**src/rtl/fetch_queue.sv**
```systemverilog
// ============================================================================
// Module   : fetch_queue
// Purpose  : Instruction fetch stage that owns the PC, reads the instruction
//            ROM into a prefetch FIFO and hands words to execute via
//            valid/ready. Optional macro FETCH_PERF_EN adds stall_cnt.
// Revision : 1.0 - initial release
// ============================================================================
`default_nettype none

module fetch_queue #(
   parameter int              DEPTH   = 4,
   parameter int              AW      = 8,
   parameter int              IW      = 9,
   parameter logic [IW-1:0]   HALT_OP = 9'h1FF
) (
   input  logic              clk,
   input  logic              rst_n,
   input  logic              start,
   output logic [AW-1:0]     imem_addr,
   input  logic [IW-1:0]     imem_data,
   output logic              out_valid,
   input  logic              out_ready,
   output logic [IW-1:0]     out_instr,
   output logic [AW-1:0]     out_pc,
   input  logic              redirect,
   input  logic              redirect_rel,
   input  logic [AW-1:0]     redirect_off,
   output logic              halt
`ifdef FETCH_PERF_EN
   ,
   output logic [15:0]       stall_cnt
`endif
);

   localparam int            PW        = $clog2(DEPTH);
   localparam logic [PW:0]   C_PTR_ONE = (PW+1)'(1);
   localparam logic [AW-1:0] C_PC_ONE  = AW'(1);

   typedef enum logic [1:0] {
      S_IDLE   = 2'd0,
      S_RUN    = 2'd1,
      S_HALTED = 2'd2
   } state_t;

   state_t           r_state;
   state_t           w_next_state;
   logic [AW-1:0]    r_fetch_pc;
   logic [AW-1:0]    r_last_pc;
   logic [PW:0]      r_wr_ptr;
   logic [PW:0]      r_rd_ptr;
   logic [IW-1:0]    r_mem_instr [DEPTH];
   logic [AW-1:0]    r_mem_pc    [DEPTH];

   logic             w_empty;
   logic             w_full;
   logic             w_pop;
   logic             w_push;
   logic             w_redirect_act;
   logic             w_flush;
   logic [AW-1:0]    w_base;
   logic [AW-1:0]    w_target;

   assign w_empty = (r_wr_ptr == r_rd_ptr);
   assign w_full  = (r_wr_ptr[PW] != r_rd_ptr[PW]) &&
                    (r_wr_ptr[PW-1:0] == r_rd_ptr[PW-1:0]);

   assign out_valid = !w_empty;
   assign out_instr = r_mem_instr[r_rd_ptr[PW-1:0]];
   assign out_pc    = r_mem_pc[r_rd_ptr[PW-1:0]];
   assign imem_addr = r_fetch_pc;
   assign halt      = (r_state == S_HALTED) && w_empty;

   assign w_pop          = out_valid && out_ready;
   assign w_redirect_act = redirect && !start && (r_state != S_IDLE);
   assign w_flush        = start || w_redirect_act;
   assign w_push         = (r_state == S_RUN) && !w_flush && (!w_full || w_pop);

   // A pop in the redirect cycle retires first, so its PC is the relative base
   assign w_base   = w_pop ? out_pc : r_last_pc;
   assign w_target = redirect_rel ? (w_base + redirect_off) : redirect_off;

   always_ff @(posedge clk or negedge rst_n) begin
      if (!rst_n) begin
         r_state <= S_IDLE;
      end else begin
         r_state <= w_next_state;
      end
   end

   always_comb begin
      w_next_state = r_state;
      if (start) begin
         w_next_state = S_IDLE;
      end else if (r_state == S_IDLE) begin
         w_next_state = S_RUN;
      end else if (w_redirect_act) begin
         w_next_state = S_RUN;
      end else if (w_push && (imem_data == HALT_OP)) begin
         w_next_state = S_HALTED;
      end
   end

   always_ff @(posedge clk or negedge rst_n) begin
      if (!rst_n) begin
         r_fetch_pc <= '0;
         r_last_pc  <= '0;
         r_wr_ptr   <= '0;
         r_rd_ptr   <= '0;
      end else begin
         if (w_pop) begin
            r_last_pc <= out_pc;
         end
         if (w_flush) begin
            r_wr_ptr <= '0;
            r_rd_ptr <= '0;
         end else begin
            if (w_push) begin
               r_wr_ptr <= r_wr_ptr + C_PTR_ONE;
            end
            if (w_pop) begin
               r_rd_ptr <= r_rd_ptr + C_PTR_ONE;
            end
         end
         if (start) begin
            r_fetch_pc <= '0;
         end else if (w_redirect_act) begin
            r_fetch_pc <= w_target;
         end else if (w_push) begin
            r_fetch_pc <= r_fetch_pc + C_PC_ONE;
         end
      end
   end

   // Entries reset to zero so the head outputs are defined even when empty
   always_ff @(posedge clk or negedge rst_n) begin
      if (!rst_n) begin
         for (int i = 0; i < DEPTH; i++) begin
            r_mem_instr[i] <= '0;
            r_mem_pc[i]    <= '0;
         end
      end else if (w_push) begin
         r_mem_instr[r_wr_ptr[PW-1:0]] <= imem_data;
         r_mem_pc[r_wr_ptr[PW-1:0]]    <= r_fetch_pc;
      end
   end

`ifdef FETCH_PERF_EN
   logic [15:0] r_stall_cnt;

   always_ff @(posedge clk or negedge rst_n) begin
      if (!rst_n) begin
         r_stall_cnt <= '0;
      end else if (start) begin
         r_stall_cnt <= '0;
      end else if ((r_state == S_RUN) && !out_valid && (r_stall_cnt != 16'hFFFF)) begin
         r_stall_cnt <= r_stall_cnt + 16'd1;
      end
   end

   assign stall_cnt = r_stall_cnt;
`endif

endmodule

`default_nettype wire

```
**config.mk**
```make
export PLATFORM = sky130hd
export DESIGN_NAME = fetch_queue
export DESIGN_NICKNAME = d
export VERILOG_FILES = /design/src/rtl/fetch_queue.sv
export SDC_FILE = /design/constraint.sdc
export NUM_CORES = 1
export LEC_CHECK = 0
export ABC_AREA = 1
export CAP_MARGIN = 15
export CORE_MARGIN = 4
export CORE_UTILIZATION = 45
export CTS_CLUSTER_SIZE = 12
export DETAILED_ROUTE_END_ITERATION = 8
export PLACE_DENSITY = 0.66
export SYNTH_ARGS = -nofsm -noshare
export SYNTH_HDL_FRONTEND = slang
export SYNTH_SLANG_ARGS = --single-unit
```
**constraint.sdc**
```tcl
create_clock -name clk -period 3.6 [get_ports clk]
set_input_delay 0.36 -clock clk [delete_from_list [all_inputs] [get_ports clk]]
set_output_delay 0.36 -clock clk [all_outputs]
set_load 0.005 [all_outputs]
```
**Word-level counts from Yosys, hierarchy flattened**

Cells that the tools add are included.
W data, S select, Z words.

- Output and inout port bits: 27
- Logic and storage cells: 74
- Bits of input ports: 23
- Register bits: 92

- Equality and inequality tests: 6
- Bitwise logic cells: 2
- Add/subtract/negate cells: 4
- Reduce and logical (&&, ||, !) cells: 21
- Order comparisons: 3
- Muxes and demuxes: 25

Operators by type and width:

| cell | count |
|---|---|
| $mux W8 | 8 |
| $bwmux W36 | 1 |
| $bwmux W32 | 1 |
| $mux W9 | 3 |
| $bmux W9 S2 | 1 |
| $demux W9 S2 | 1 |
| $bmux W8 S2 | 1 |
| $demux W8 S2 | 1 |
| $mux W3 | 4 |
| $eq A9 B9 Y1 const B | 1 |
| $logic_and A1 B1 Y1 | 9 |
| $add A8 B1 Y8 const B | 1 |
| $add A8 B8 Y8 | 1 |
| $mux W2 | 4 |
| $add A3 B1 Y3 const B | 2 |
| $ge A3 B3 Y1 const B | 2 |
| $not A2 Y3 | 2 |
| $reduce_bool A2 Y1 | 3 |
| $logic_not A1 Y1 | 4 |
| $reduce_bool A4 Y1 | 1 |
| $eq A3 B3 Y1 | 1 |
| $lt A3 B1 Y1 const B | 1 |
| $reduce_bool A3 Y1 | 1 |
| $eq A2 B1 Y1 const B | 1 |
| other kinds (5) | 6 |

**Longest topological paths before layout**

- Depth in word-level cells: 12
- Depth in mapped cells: 23
- Mapped depth without buffers: 21

**Least setup slack after synthesis**

Ideal clock, no wire load.

- Path type: reg2reg
- From: register r_rd_ptr[0]
- To: register r_fetch_pc[6], in the netlist imem_addr[6]
- Setup time: 0.127 ns
- Cell stages (with the launch flop): 20
- Clock period less this slack: 2.793 ns
- Buffers on the path: 2
- Setup slack: 0.807 ns
- Data required time: 3.473 ns
- Data arrival time: 2.666 ns
- Cells stage by stage: dfrtp_1 -> buf_2 -> xnor2_1 -> nand3_2 -> nand2_2 -> inv_1 -> buf_2 -> o21ai_1 -> inv_1 -> fa_1 -> o21ai_0 -> nand2_1 -> nand2_1 -> nand2_1 -> nand2_1 -> nand2_1 -> nand2_1 -> o21ai_0 -> nand2_1 -> o21ai_0

- Elaborated cells on any way between the ends: 18
- Classes of those cells: add/sub: 1; eq/ne: 2; mux: 7; bitwise: 1; reduce/logical: 7

RTL lines:

| element | RTL line | RTL |
|---|---|---|
| start, declared | 50 | `logic [PW:0] r_rd_ptr;` |
| start signal, assigned | 121 | `r_rd_ptr <= r_rd_ptr + C_PTR_ONE;` |
| $eq A3 B3 Y1 | 63 | `assign w_empty = (r_wr_ptr == r_rd_ptr);` |
| $logic_not A1 Y1 | 67 | `assign out_valid = !w_empty;` |
| net out_valid | 21 | `output logic out_valid,` |
| $logic_and A1 B1 Y1 | 73 | `assign w_pop = out_valid && out_ready;` |
| $mux W8 | -- |  |
| net w_base[1] | 60 | `logic [AW-1:0] w_base;` |
| $add A8 B8 Y8 | 80 | `assign w_target = redirect_rel ? (w_base + redirect_off) : redirect_off;` |
| $mux W8 | 80 |  |
| $mux W8 | 126 | `end else if (w_redirect_act) begin` |
| $mux W8 | 124 | `if (start) begin` |
| end signal, assigned | 127 | `r_fetch_pc <= w_target;` |
| end signal, assigned | 129 | `r_fetch_pc <= r_fetch_pc + C_PC_ONE;` |
| end, declared | 47 | `logic [AW-1:0] r_fetch_pc;` |

The timed path passes the listed nets, and every way through them passes these cells. The select of a mux whose other input is x is not followed.
A chain may end at the register's enable or synchronous reset.

**Final worst setup path**

- From: register r_rd_ptr[0]
- To: register r_fetch_pc[6], in the netlist imem_addr[6]

- Cells in the longest elaborated chain, start to end: 9
- Elaborated cells on any way between the ends: 18
- Classes of those cells: add/sub: 1; eq/ne: 2; mux: 7; bitwise: 1; reduce/logical: 7

RTL lines:

| element | RTL line | RTL |
|---|---|---|
| $not A2 Y3 (not written as such) | 69 | `assign out_pc = r_mem_pc[r_rd_ptr[PW-1:0]];` |
| $bmux W8 S2 | 69 |  |
| $mux W8 (not written as such) (2 in a row) | 69 |  |
| $mux W8 * | -- |  |
| net w_base[1] | 60 |  |
| $add A8 B8 Y8 * | 80 |  |
| $mux W8 * | 80 |  |
| $mux W8 * | 126 |  |
| $mux W8 * | 124 |  |

Mark *: on every way through the listed nets, which the timed path passes. The rest lies on a longest branch. The select of a mux whose other input is x is not followed.

==> impl_metrics.tcl <==
set metrics [dict create \
    via_count 3884 \
    top_signal_layer_used "met4" \
    synth.lib_cells_used.distinct 36 \
    worstPathArrival_ps 3350 \
    worst_slew_pin_slew_ps 590 \
    cts_sinks 92 \
    async_reset_ff_share_pct 100 \
    count_of_flip_flops_with_a_built_in_enable_after_synthesis 0 \
    rrSetupSlack_ps 490 \
    syn-instance-count 555 \
    worstSkewPairLatency_ps 370 \
    power_report.internal_total_w 0.00233 \
    area.sequential_sq_um 2300 \
    netlist_area_sq_um 4730 \
    cp_data_required_time_ps 3840 \
    worst_slew_margin_rel_pct 60.6 \
    combined_area_of_the_multi_input_logic_cells_sq_um 2060 \
    globalRoute.totalOverflow 0 \
    irDropWorstVdd_mv 0.313 \
    critical_path.slowest_cell "dfrtp_1" \
    fin_util_pct 53.5 \
    global_route.usage.total_pct 19.3 \
    timing.setup.tns_ps 0 \
    cp.buffers_inverters 2 \
    critical_path_peak_fanout 12 \
    synthesis.area_per_instance_sq_um 8.52 \
    cts-root-to-sink-buffers 2 \
    yosysWarningCount 0 \
    seq_area_frac_synth_pct 48.7 \
    drive_gt1_share_pct 9.11 \
    initial_antenna_violation_count 0 \
    finalInstanceArea_sq_um 5500 \
    grt_pass1_vias 3763 \
    filler_cell_count 966 \
    grt_max_degree 46 \
    drt_drc_violations_left 0 \
    floorplan.io_pins 50 \
    place_congestion 0.870 \
    min_period_ps 3110 \
    met3_wirelength_microns 505 \
    initial_drc_count 272 \
    num-nets-final 636 \
    p_switching_w 0.00121 \
    class_of_the_tightest_hold_or_removal_check "in2async" \
    timing.critical_path.to_type "register" \
    dp_cells 723 \
    area.growth.synth_to_final_pct 16.3 \
    start_util_pct 46.0 \
    h_tree_lvls 3 \
    finClkSkew_ps 10.6 \
    hold_violations 0 \
    layout_cells_excl_fill 740 \
    power.density_nw_per_um2 642 \
    drt_pass_1_iters 5 \
    crit_path_depth 17 \
    postSynth.topFlopCell "dfrtp_1" \
    cts_root_buffer "clkbuf_8" \
    timing_worst_setup_path_type "reg2reg" \
    cap_violations 0 \
    n_antenna_cell 0 \
    critical-path-top-delay-family "simple AND/OR/NAND/NOR gates" \
    dpl.hpwl_mm 7.91 \
    crit_path_max_incr_delay_ps 510 \
    met2_length_mm 5.21 \
    r2r-start "r_rd_ptr[0]" \
    whs_ps 424 \
    seq_power_share_pct 42.5 \
    die_area_sq_um 12200 \
    worst_r2r_path_depth 17 \
    drt-met1-wl_mm 5.44 \
    report.final.setup_viol 0 \
    post_cts_setup_inserts 0 \
    timing.critical_path.cells "xnor2_1, nand3_2, nand2_2, inv_1, o21ai_1, inv_1, fa_1, o21ai_0, nand2_1, nand2_1, nand2_1, nand2_1, nand2_1, nand2_1, o21ai_0, nand2_1, o21ai_0" \
    switching_power_share_of_the_total_pct 34.1 \
    critPathMostFrequentCell "nand2_1" \
    ff_latch_count_synth 92 \
    drt-vias-per-instance 5.25 \
    die_height_microns 111 \
    clock_tree_from_tritoncts "yes" \
    route.final.wire_length_mm 11.4 \
    synth_nets 592 \
    antenna_violating_nets_post_route 0 \
    rsz0062_at_grt "no" \
    static-leakage-power_nw 2.59 \
    cts_inserted_buffers 9 \
    critical_register_to_register_path_endpoint "imem_addr[6]" \
    comb_power_share_pct 34.9 \
    worst_setup_path_start_kind "register" \
    fp-row-count 37 \
    number_of_max_slew_violations_in_the_final_report 0 \
    detailed_place.area_sq_um 5260 \
    power.share.clock_pct 22.6 \
    grt_first_pass_wirelength_mm 19.1 \
    post_drt_wl_per_cell_microns 15.4 \
    max_freq_ghz 0.321 \
    design.core.area_sq_um 10300 \
    status "completed" \
    port_buffers 49 \
    cts.clk_slew.worst_paths_ps 90 \
    die_x_microns 111 \
    fin_crit_sh_pct 86.4 \
]
## registers in the layout, summed over array words and instances (netlist names)
| name | count |
|---|---|
| imem_addr | 8 |
| r_state | 2 |
| r_mem_instr | 36 |
| r_mem_pc | 32 |
| r_wr_ptr | 3 |
| r_last_pc | 8 |
| r_rd_ptr | 3 |
## worst max path at each step
stage | end | start | slack [ps]
after global routing | imem_addr[6] | r_rd_ptr[0] | 4
after detailed placement | imem_addr[6] | r_rd_ptr[0] | 490
final | imem_addr[6] | r_rd_ptr[0] | 490
after floorplan | imem_addr[6] | r_rd_ptr[0] | 810
after global placement | imem_addr[6] | r_rd_ptr[0] | 530
after CTS | imem_addr[6] | r_rd_ptr[0] | 470
## worst reg2reg max path, stage by stage (launching register included)
cell and delay (ps):
dfrtp_1 510, xnor2_1 370, nand3_2 190, nand2_2 100, inv_1 170, o21ai_1 270, inv_1 100, fa_1 420
o21ai_0 290, nand2_1 90, nand2_1 70, nand2_1 40, nand2_1 70, nand2_1 50, nand2_1 50, o21ai_0 80
nand2_1 60, o21ai_0 70
## timing repair
item                                   4_1_cts  5_1_grt
resized for setup                            0        0
hold buffers                                 1        0
setup endpoints to repair                    0        0
endpoints found under the hold margin       21        0
## layout make-up
class                           count  area share (%)
Multi-Input combinational cell    392            37.4
Clock buffer                       11            2.75
Sequential cell                    92            41.8
Inverter                           46            3.27
Clock inverter                      5            1.50
Tap cell                          136            3.09
Timing Repair Buffer               58            10.1
## synth_stat cells, drive strengths merged (2+ instances only)
cell	instances	area share (%)
a21oi	7	0.74
buf	16	3.3
clkbuf	9	0.71
dfrtp	92	49
ha	13	3.4
inv	45	3.7
nand2	144	12
nand3	18	2.0
nand4	5	0.66
nor2	43	3.8
nor4	2	0.26
o211ai	4	0.63
o21ai	123	14
o22ai	17	2.2
xnor2	4	0.74
xor2	4	0.74
## cells in the final DEF (no fill, tap or decap), types with 2 or more instances in the layout
cell type / count
inv_1: 42
ha_1: 13
o22ai_1: 17
clkbuf_8: 11
inv_2: 2
clkdlybuf4s50_1: 48
buf_4: 9
nor4_1: 2
nand3_1: 17
nor2_4: 2
dfrtp_1: 92
a21oi_1: 7
nor2_1: 40
o21ai_1: 53
o21ai_2: 16
nand2_1: 138
nand2_4: 4
nand4_1: 5
bufinv_16: 2
xnor2_1: 4
xor2_1: 4
o21ai_0: 54
o211ai_1: 4
## cell families (layout without fill, tap and decap cells)
family          Yosys count  after routing  share of synthesized area, %
xor+xnor                  8              8                          1.48
simple gates            214            214                          19.4
compound gates          156            156                          18.8
buf+inv                  71            120                          7.80
fa+ha+maj                14             14                          3.86
flops                    92             92                          48.7
## per-stage QoR
step	total power, W	setup slack (ps)
after global routing	0.00380	4.47
final	0.00353	488
after CTS	0.00356	470
after global placement	0.00272	527
after detailed placement	0.00276	490
after floorplan	0.00226	807
## power groups by stage
stage	Clock [W]	Combinational, W	Sequential [W]
after global placement	0	0.00122	0.00151
after detailed placement	0	0.00124	0.00152
after CTS	0.000816	0.00125	0.00150
after global routing	0.000858	0.00141	0.00154
final	0.000797	0.00123	0.00150
after floorplan	0	0.000797	0.00147
## routing by layer
metal,vias up,GRT usage (%)
li1,1943,-
met5,-,0
met3,16,3.56
met4,0,7.39
met2,90,30.6
met1,1835,26.3
Power figures use the tool's default switching activity.
